**config.mk**
```make
export PLATFORM = sky130hd
export DESIGN_NAME = sp_ram_arbiter
export DESIGN_NICKNAME = d
export VERILOG_FILES = /design/src/rtl/sp_ram_arbiter.sv
export SDC_FILE = /design/constraint.sdc
export NUM_CORES = 1
export LEC_CHECK = 0
export BUFFER_PORTS_ARGS = -buffer_cell sky130_fd_sc_hd__buf_2
export CAP_MARGIN = 10
export CORE_MARGIN = 2
export CORE_UTILIZATION = 37
export DETAILED_ROUTE_END_ITERATION = 10
export GPL_ROUTABILITY_DRIVEN = 0
export GPL_TIMING_DRIVEN = 0
export PLACE_DENSITY_LB_ADDON = 0.1
export SYNTH_ARGS = -nofsm -noshare
export SYNTH_HDL_FRONTEND = slang
export SYNTH_SLANG_ARGS = --single-unit
```
**constraint.sdc**
```tcl
create_clock -name clk -period 2.79 [get_ports clk]
set_input_delay 0 -clock clk [delete_from_list [all_inputs] [get_ports clk]]
set_output_delay 0 -clock clk [all_outputs]
set_load 0.005 [all_outputs]
```
**src/rtl/sp_ram_arbiter.sv**
```systemverilog
// Round-robin arbiter sharing one single-port RAM between two requesters, with bounded bursts.
// Optional per-requester grant counters are compiled in when SP_RAM_ARB_STATS_EN is defined.
module sp_ram_arbiter #(
  parameter int ADDR_W    = 10,
  parameter int DATA_W    = 16,
  parameter int MAX_BURST = 4
) (
  input  logic              clk,
  input  logic              rst_n,
  input  logic              req0_valid,
  output logic              req0_ready,
  input  logic              req0_we,
  input  logic [ADDR_W-1:0] req0_addr,
  input  logic [DATA_W-1:0] req0_wdata,
  output logic              rsp0_valid,
  output logic [DATA_W-1:0] rsp0_rdata,
  input  logic              req1_valid,
  output logic              req1_ready,
  input  logic              req1_we,
  input  logic [ADDR_W-1:0] req1_addr,
  input  logic [DATA_W-1:0] req1_wdata,
  output logic              rsp1_valid,
  output logic [DATA_W-1:0] rsp1_rdata,
  output logic              ram_en,
  output logic              ram_we,
  output logic [ADDR_W-1:0] ram_addr,
  output logic [DATA_W-1:0] ram_di,
  input  logic [DATA_W-1:0] ram_dout,
`ifdef SP_RAM_ARB_STATS_EN
  input  logic              stats_clr,
  output logic [15:0]       gnt0_cnt,
  output logic [15:0]       gnt1_cnt,
`endif
  output logic [1:0]        dbg_state
);

  // Handshake: a command moves on a cycle where reqN_valid and reqN_ready are both high;
  // ready is only raised for a valid requester, and commands are held stable until accepted.

  localparam int CNT_W = $clog2(MAX_BURST) + 1;
  localparam logic [CNT_W-1:0] BURST_MAX = CNT_W'(MAX_BURST);

  typedef enum logic [1:0] {
    IDLE = 2'd0,
    OWN0 = 2'd1,
    OWN1 = 2'd2
  } state_t;

  state_t            state_q;
  logic [CNT_W-1:0]  burst_cnt_q;
  logic              rr_next_q;
  logic              rd_pend_q;
  logic              rd_id_q;

  logic              gnt_vld;
  logic              gnt_id;
  logic              burst_open;
  logic              same_owner;
  logic              win_we;
  logic [ADDR_W-1:0] win_addr;
  logic [DATA_W-1:0] win_wdata;
  state_t            state_d;
  logic [CNT_W-1:0]  burst_cnt_d;

  assign burst_open = (burst_cnt_q < BURST_MAX);

  always_comb begin
    gnt_vld = 1'b0;
    gnt_id  = 1'b0;
    case (state_q)
      OWN0: begin
        if (req0_valid && (!req1_valid || burst_open)) begin
          gnt_vld = 1'b1;
          gnt_id  = 1'b0;
        end else if (req1_valid) begin
          gnt_vld = 1'b1;
          gnt_id  = 1'b1;
        end
      end
      OWN1: begin
        if (req1_valid && (!req0_valid || burst_open)) begin
          gnt_vld = 1'b1;
          gnt_id  = 1'b1;
        end else if (req0_valid) begin
          gnt_vld = 1'b1;
          gnt_id  = 1'b0;
        end
      end
      IDLE: begin
        if (req0_valid && req1_valid) begin
          gnt_vld = 1'b1;
          gnt_id  = rr_next_q;
        end else if (req0_valid) begin
          gnt_vld = 1'b1;
          gnt_id  = 1'b0;
        end else if (req1_valid) begin
          gnt_vld = 1'b1;
          gnt_id  = 1'b1;
        end
      end
      default: begin
        gnt_vld = 1'b0;
        gnt_id  = 1'b0;
      end
    endcase
    // Outputs must stay quiet for the whole reset window, not just after the first edge.
    if (!rst_n) gnt_vld = 1'b0;
  end

  assign win_we    = gnt_id ? req1_we    : req0_we;
  assign win_addr  = gnt_id ? req1_addr  : req0_addr;
  assign win_wdata = gnt_id ? req1_wdata : req0_wdata;

  assign req0_ready = gnt_vld & ~gnt_id;
  assign req1_ready = gnt_vld &  gnt_id;

  assign ram_en   = gnt_vld;
  assign ram_we   = gnt_vld & win_we;
  assign ram_addr = gnt_vld ? win_addr  : '0;
  assign ram_di   = gnt_vld ? win_wdata : '0;

  assign same_owner = gnt_id ? (state_q == OWN1) : (state_q == OWN0);

  always_comb begin
    state_d     = IDLE;
    burst_cnt_d = '0;
    if (gnt_vld) begin
      state_d = gnt_id ? OWN1 : OWN0;
      if (!same_owner)
        burst_cnt_d = CNT_W'(1);
      else if (burst_cnt_q == BURST_MAX)
        burst_cnt_d = burst_cnt_q;
      else
        burst_cnt_d = burst_cnt_q + CNT_W'(1);
    end
  end

  always_ff @(posedge clk or negedge rst_n) begin
    if (!rst_n) begin
      state_q     <= IDLE;
      burst_cnt_q <= '0;
      rr_next_q   <= 1'b0;
      rd_pend_q   <= 1'b0;
      rd_id_q     <= 1'b0;
    end else begin
      state_q     <= state_d;
      burst_cnt_q <= burst_cnt_d;
      if (gnt_vld) rr_next_q <= ~gnt_id;
      rd_pend_q   <= gnt_vld & ~win_we;
      rd_id_q     <= gnt_id;
    end
  end

  // Read data arrives from the RAM one cycle after the accept; steer it to the tagged requester.
  assign rsp0_valid = rd_pend_q & ~rd_id_q;
  assign rsp1_valid = rd_pend_q &  rd_id_q;
  assign rsp0_rdata = rsp0_valid ? ram_dout : '0;
  assign rsp1_rdata = rsp1_valid ? ram_dout : '0;

  assign dbg_state = state_q;

`ifdef SP_RAM_ARB_STATS_EN
  logic [15:0] gnt0_cnt_q;
  logic [15:0] gnt1_cnt_q;

  always_ff @(posedge clk or negedge rst_n) begin
    if (!rst_n) begin
      gnt0_cnt_q <= '0;
      gnt1_cnt_q <= '0;
    end else if (stats_clr) begin
      gnt0_cnt_q <= '0;
      gnt1_cnt_q <= '0;
    end else begin
      if (req0_ready && gnt0_cnt_q != 16'hFFFF) gnt0_cnt_q <= gnt0_cnt_q + 16'd1;
      if (req1_ready && gnt1_cnt_q != 16'hFFFF) gnt1_cnt_q <= gnt1_cnt_q + 16'd1;
    end
  end

  assign gnt0_cnt = gnt0_cnt_q;
  assign gnt1_cnt = gnt1_cnt_q;
`endif

endmodule

```
==> impl_metrics.toml <==
[setup_path]
critPathKind = "flop to primary output"
worstPathArrival_ns = 1.96
crit_slowest_cell = "dfrtp_1"
endpoint_kind = "primary output"
crit_required_ns = 2.79
crit_path_start_kind = "flop"
ff2ff_path_depth = 6
critPathLaunch = "dbg_state[1]"
max_stage_delay_ns = 0.45
r2r_slack_ns = 1.23
r2r_start = "dbg_state[1]"
path_max_fanout = 10
reg2reg_to = "dbg_state[1]"
path_cells = "nor2b_1 > o31a_1 > o21ai_2 > buf_6 > buf_8 > mux2i_1 > buf_2"

[run_status]
outcome = "completed"

[synth]
ys_seq_area_share_pct = 16.2
ys_top_cells_by_area = "mux2i_1 22%, nand2_1 17%, dfrtp_1 16%, and2_1 8.6%, and3_1 8.6%"
synth_cell_type_count = 32
synth_top_cell_area_share_pct = 21.8
syn_area_um2 = 1240
synthFlopType = "dfrtp_1"
syn_inst = 177
yosysTopAreaCell = "mux2i_1"
synth_common_cells = "57 x nand2_1, 27 x mux2i_1, 17 x and2_1, 17 x and3_1, 8 x dfrtp_1"
yosysMostFrequentCell = "nand2_1"
synth_warnings = 0
synth-seq-cells = 8
synth_edf_count = 0
async_reset_ff_share_pct = 100
avgSynthCellArea_um2 = 6.99
syn-num-nets = 253

[pwr]
combPwrFrac_pct = 55.5
p_leak_uw = 0.00134
ir_worst_vdd_mv = 0.126
switching_share_pct = 35.9
p_clk_share_pct = 17.2
power_density_nw_per_um2 = 249
intPower_uw = 323
netSwitchingPower_uw = 181
p_seq_share_pct = 27.3

[run]
max_cap_violations = 0

[floorplan]
rows = 20
core_um2 = 3130
die_width_um = 61.8
ios = 140
dieArea_um2 = 3820
fp.dieH_um = 61.8
start_util_pct = 39.6

[clocking]
clock_path_buffers = 2
cts_tree = "yes"
cts_hold_buffers = 1
cts.clk_slew.worst_paths_ns = 0.05
cts_resized = 0
cts_root_buffer = "clkbuf_4"
cts_max_level = 1
clk_latency_ns = 0.25
cts_setup_buffers = 0
cts_buffers = 3
cts_num_sinks = 8

[finish]
nets = 398
final_cell_area_um2 = 2020
syn_to_final_growth_pct = 63.3
final_layout_size_suffix_gt1_share_pct = 48.1
finish.utilization_pct = 64.6
fin_cells = 364
fillCellCount = 316
num_antenna_cells = 0

[grt]
grt_pass1_vias = 1412
overflow = 0
grt_max_degree = 11
antenna_found_initial = 0
grtUsageTotal_pct = 20.4
grt_pass1_wl_um = 6020

[place]
dp_hpwl_um = 3340
placed_cells = 360
port_buffers = 139
dpl_cell_area_um2 = 1990

[hold_path]
hold_depth = 3
hold_end = "rd_pend_q"
min_from = "req1_we"
hold_path.class = "input port to flop"

[sta]
hold_viol_final = 0
min_period_over_period_pct = 70.2
relSlewSlack_pct = 72.6
timing.hold.ws_ns = 0.116
fmax_mhz = 511
rsz0062_at_grt = "false"
setup_tns_ns = 0
final_max_slew_viol_count = 0
setup_viol = 0
period_minus_slack_ns = 1.96
worst_pin_slew_ns = 0.411
finClkSkew_ns = 0.00380

[route]
vias = 1645
drt_first_pass_iters = 4
drt_iter0_drc = 95
drcViolationCount = 0
drtAntennaViolNets = 0
drt-wirelength-per-cell_um = 10.8
drt-vias-per-instance = 4.52
drt_wl_total_um = 3950
[state kept, by name, summed over array words and instances (netlist names)]
| register | cells |
|---|---|
| dbg_state | 2 |
| rr_next_q | 1 |
| rd_pend_q | 1 |
| burst_cnt_q | 3 |
| rd_id_q | 1 |
[metal layers]
| metal | vias to the layer above | routed length [µm] | global-route usage, % |
|---|---|---|---|
| met1 | 698 | 1610 | 23.8 |
| li1 | 875 | - | - |
| met4 | 0 | 4 | 2.43 |
| met5 | - | 0 | 0 |
| met3 | 2 | 339 | 5.80 |
| met2 | 70 | 1990 | 38.0 |
[worst max path at each step]
stage,to,slack [ns],cells past startpoint
floorplan,ram_di[10],1.29,6
global placement,ram_di[3],1.10,7
detailed placement,ram_di[1],1.10,7
CTS,ram_di[1],0.82,7
global route,ram_di[1],0.66,10
finish,ram_di[13],0.83,7
[kinds of logic (layout without fill, tap and decap cells)]
kind of cell	after synthesis	in the layout	synth area share, %
DFF	8	8	16.2
adders and majority gates	2	2	2.02
and+or+nand+nor	107	107	42.0
xor gates and xnor gates	1	1	0.708
AOI/OAI and AO/OA	14	14	7.28
muxes	28	28	22.8
buffers and inverters	17	160	9.10
[power by group through the flow]
| stage | sequential (µW) | combinational (µW) | clock (µW) |
|---|---|---|---|
| 2_1_floorplan | 137 | 153 | 0 |
| 3_3_place_gp | 139 | 279 | 0 |
| 3_5_place_dp | 139 | 280 | 0 |
| 4_1_cts | 138 | 283 | 88.1 |
| 5_1_grt | 139 | 315 | 95.7 |
| 6_report | 137 | 280 | 86.6 |
[worst max-delay path: cells and delay by family, from the launching register on]
family,cells,cell delay (ns)
buffers and inverters,3,0.49
DFF,1,0.45
AOI/OAI and AO/OA,2,0.40
muxes,1,0.20
and+or+nand+nor,1,0.18
[per-stage QoR]
step           worst slack [ns]  total power [µW]
3_5_place_dp               1.10               420
4_1_cts                   0.822               509
3_3_place_gp               1.10               418
5_1_grt                   0.660               550
2_1_floorplan              1.29               290
6_report                  0.832               504
[layout by cell type (no fill, tap or decap), types with 2 or more instances in the layout]
master / count
nand3b_1: 2
mux2i_1: 27
buf_6: 2
nor2b_1: 3
clkbuf_1: 5
buf_2: 141
o21ai_1: 2
clkbuf_4: 3
and2_1: 17
nand2_1: 57
nand3_1: 2
inv_1: 3
ha_1: 2
nor2_1: 5
inv_2: 2
dfrtp_1: 8
and3_1: 17
a21oi_1: 6
[final cells by class]
cell class | count | area [µm²] | share of cell area (%)
Clock buffer | 3 | 22.5 | 1.11
Tap cell | 44 | 55.1 | 2.72
Timing Repair Buffer | 140 | 706 | 34.9
Multi-Input combinational cell | 152 | 925 | 45.8
Sequential cell | 8 | 200 | 9.91
Buffer | 12 | 93.8 | 4.64
Inverter | 5 | 18.8 | 0.929
(Power assumes the default switching activity.)
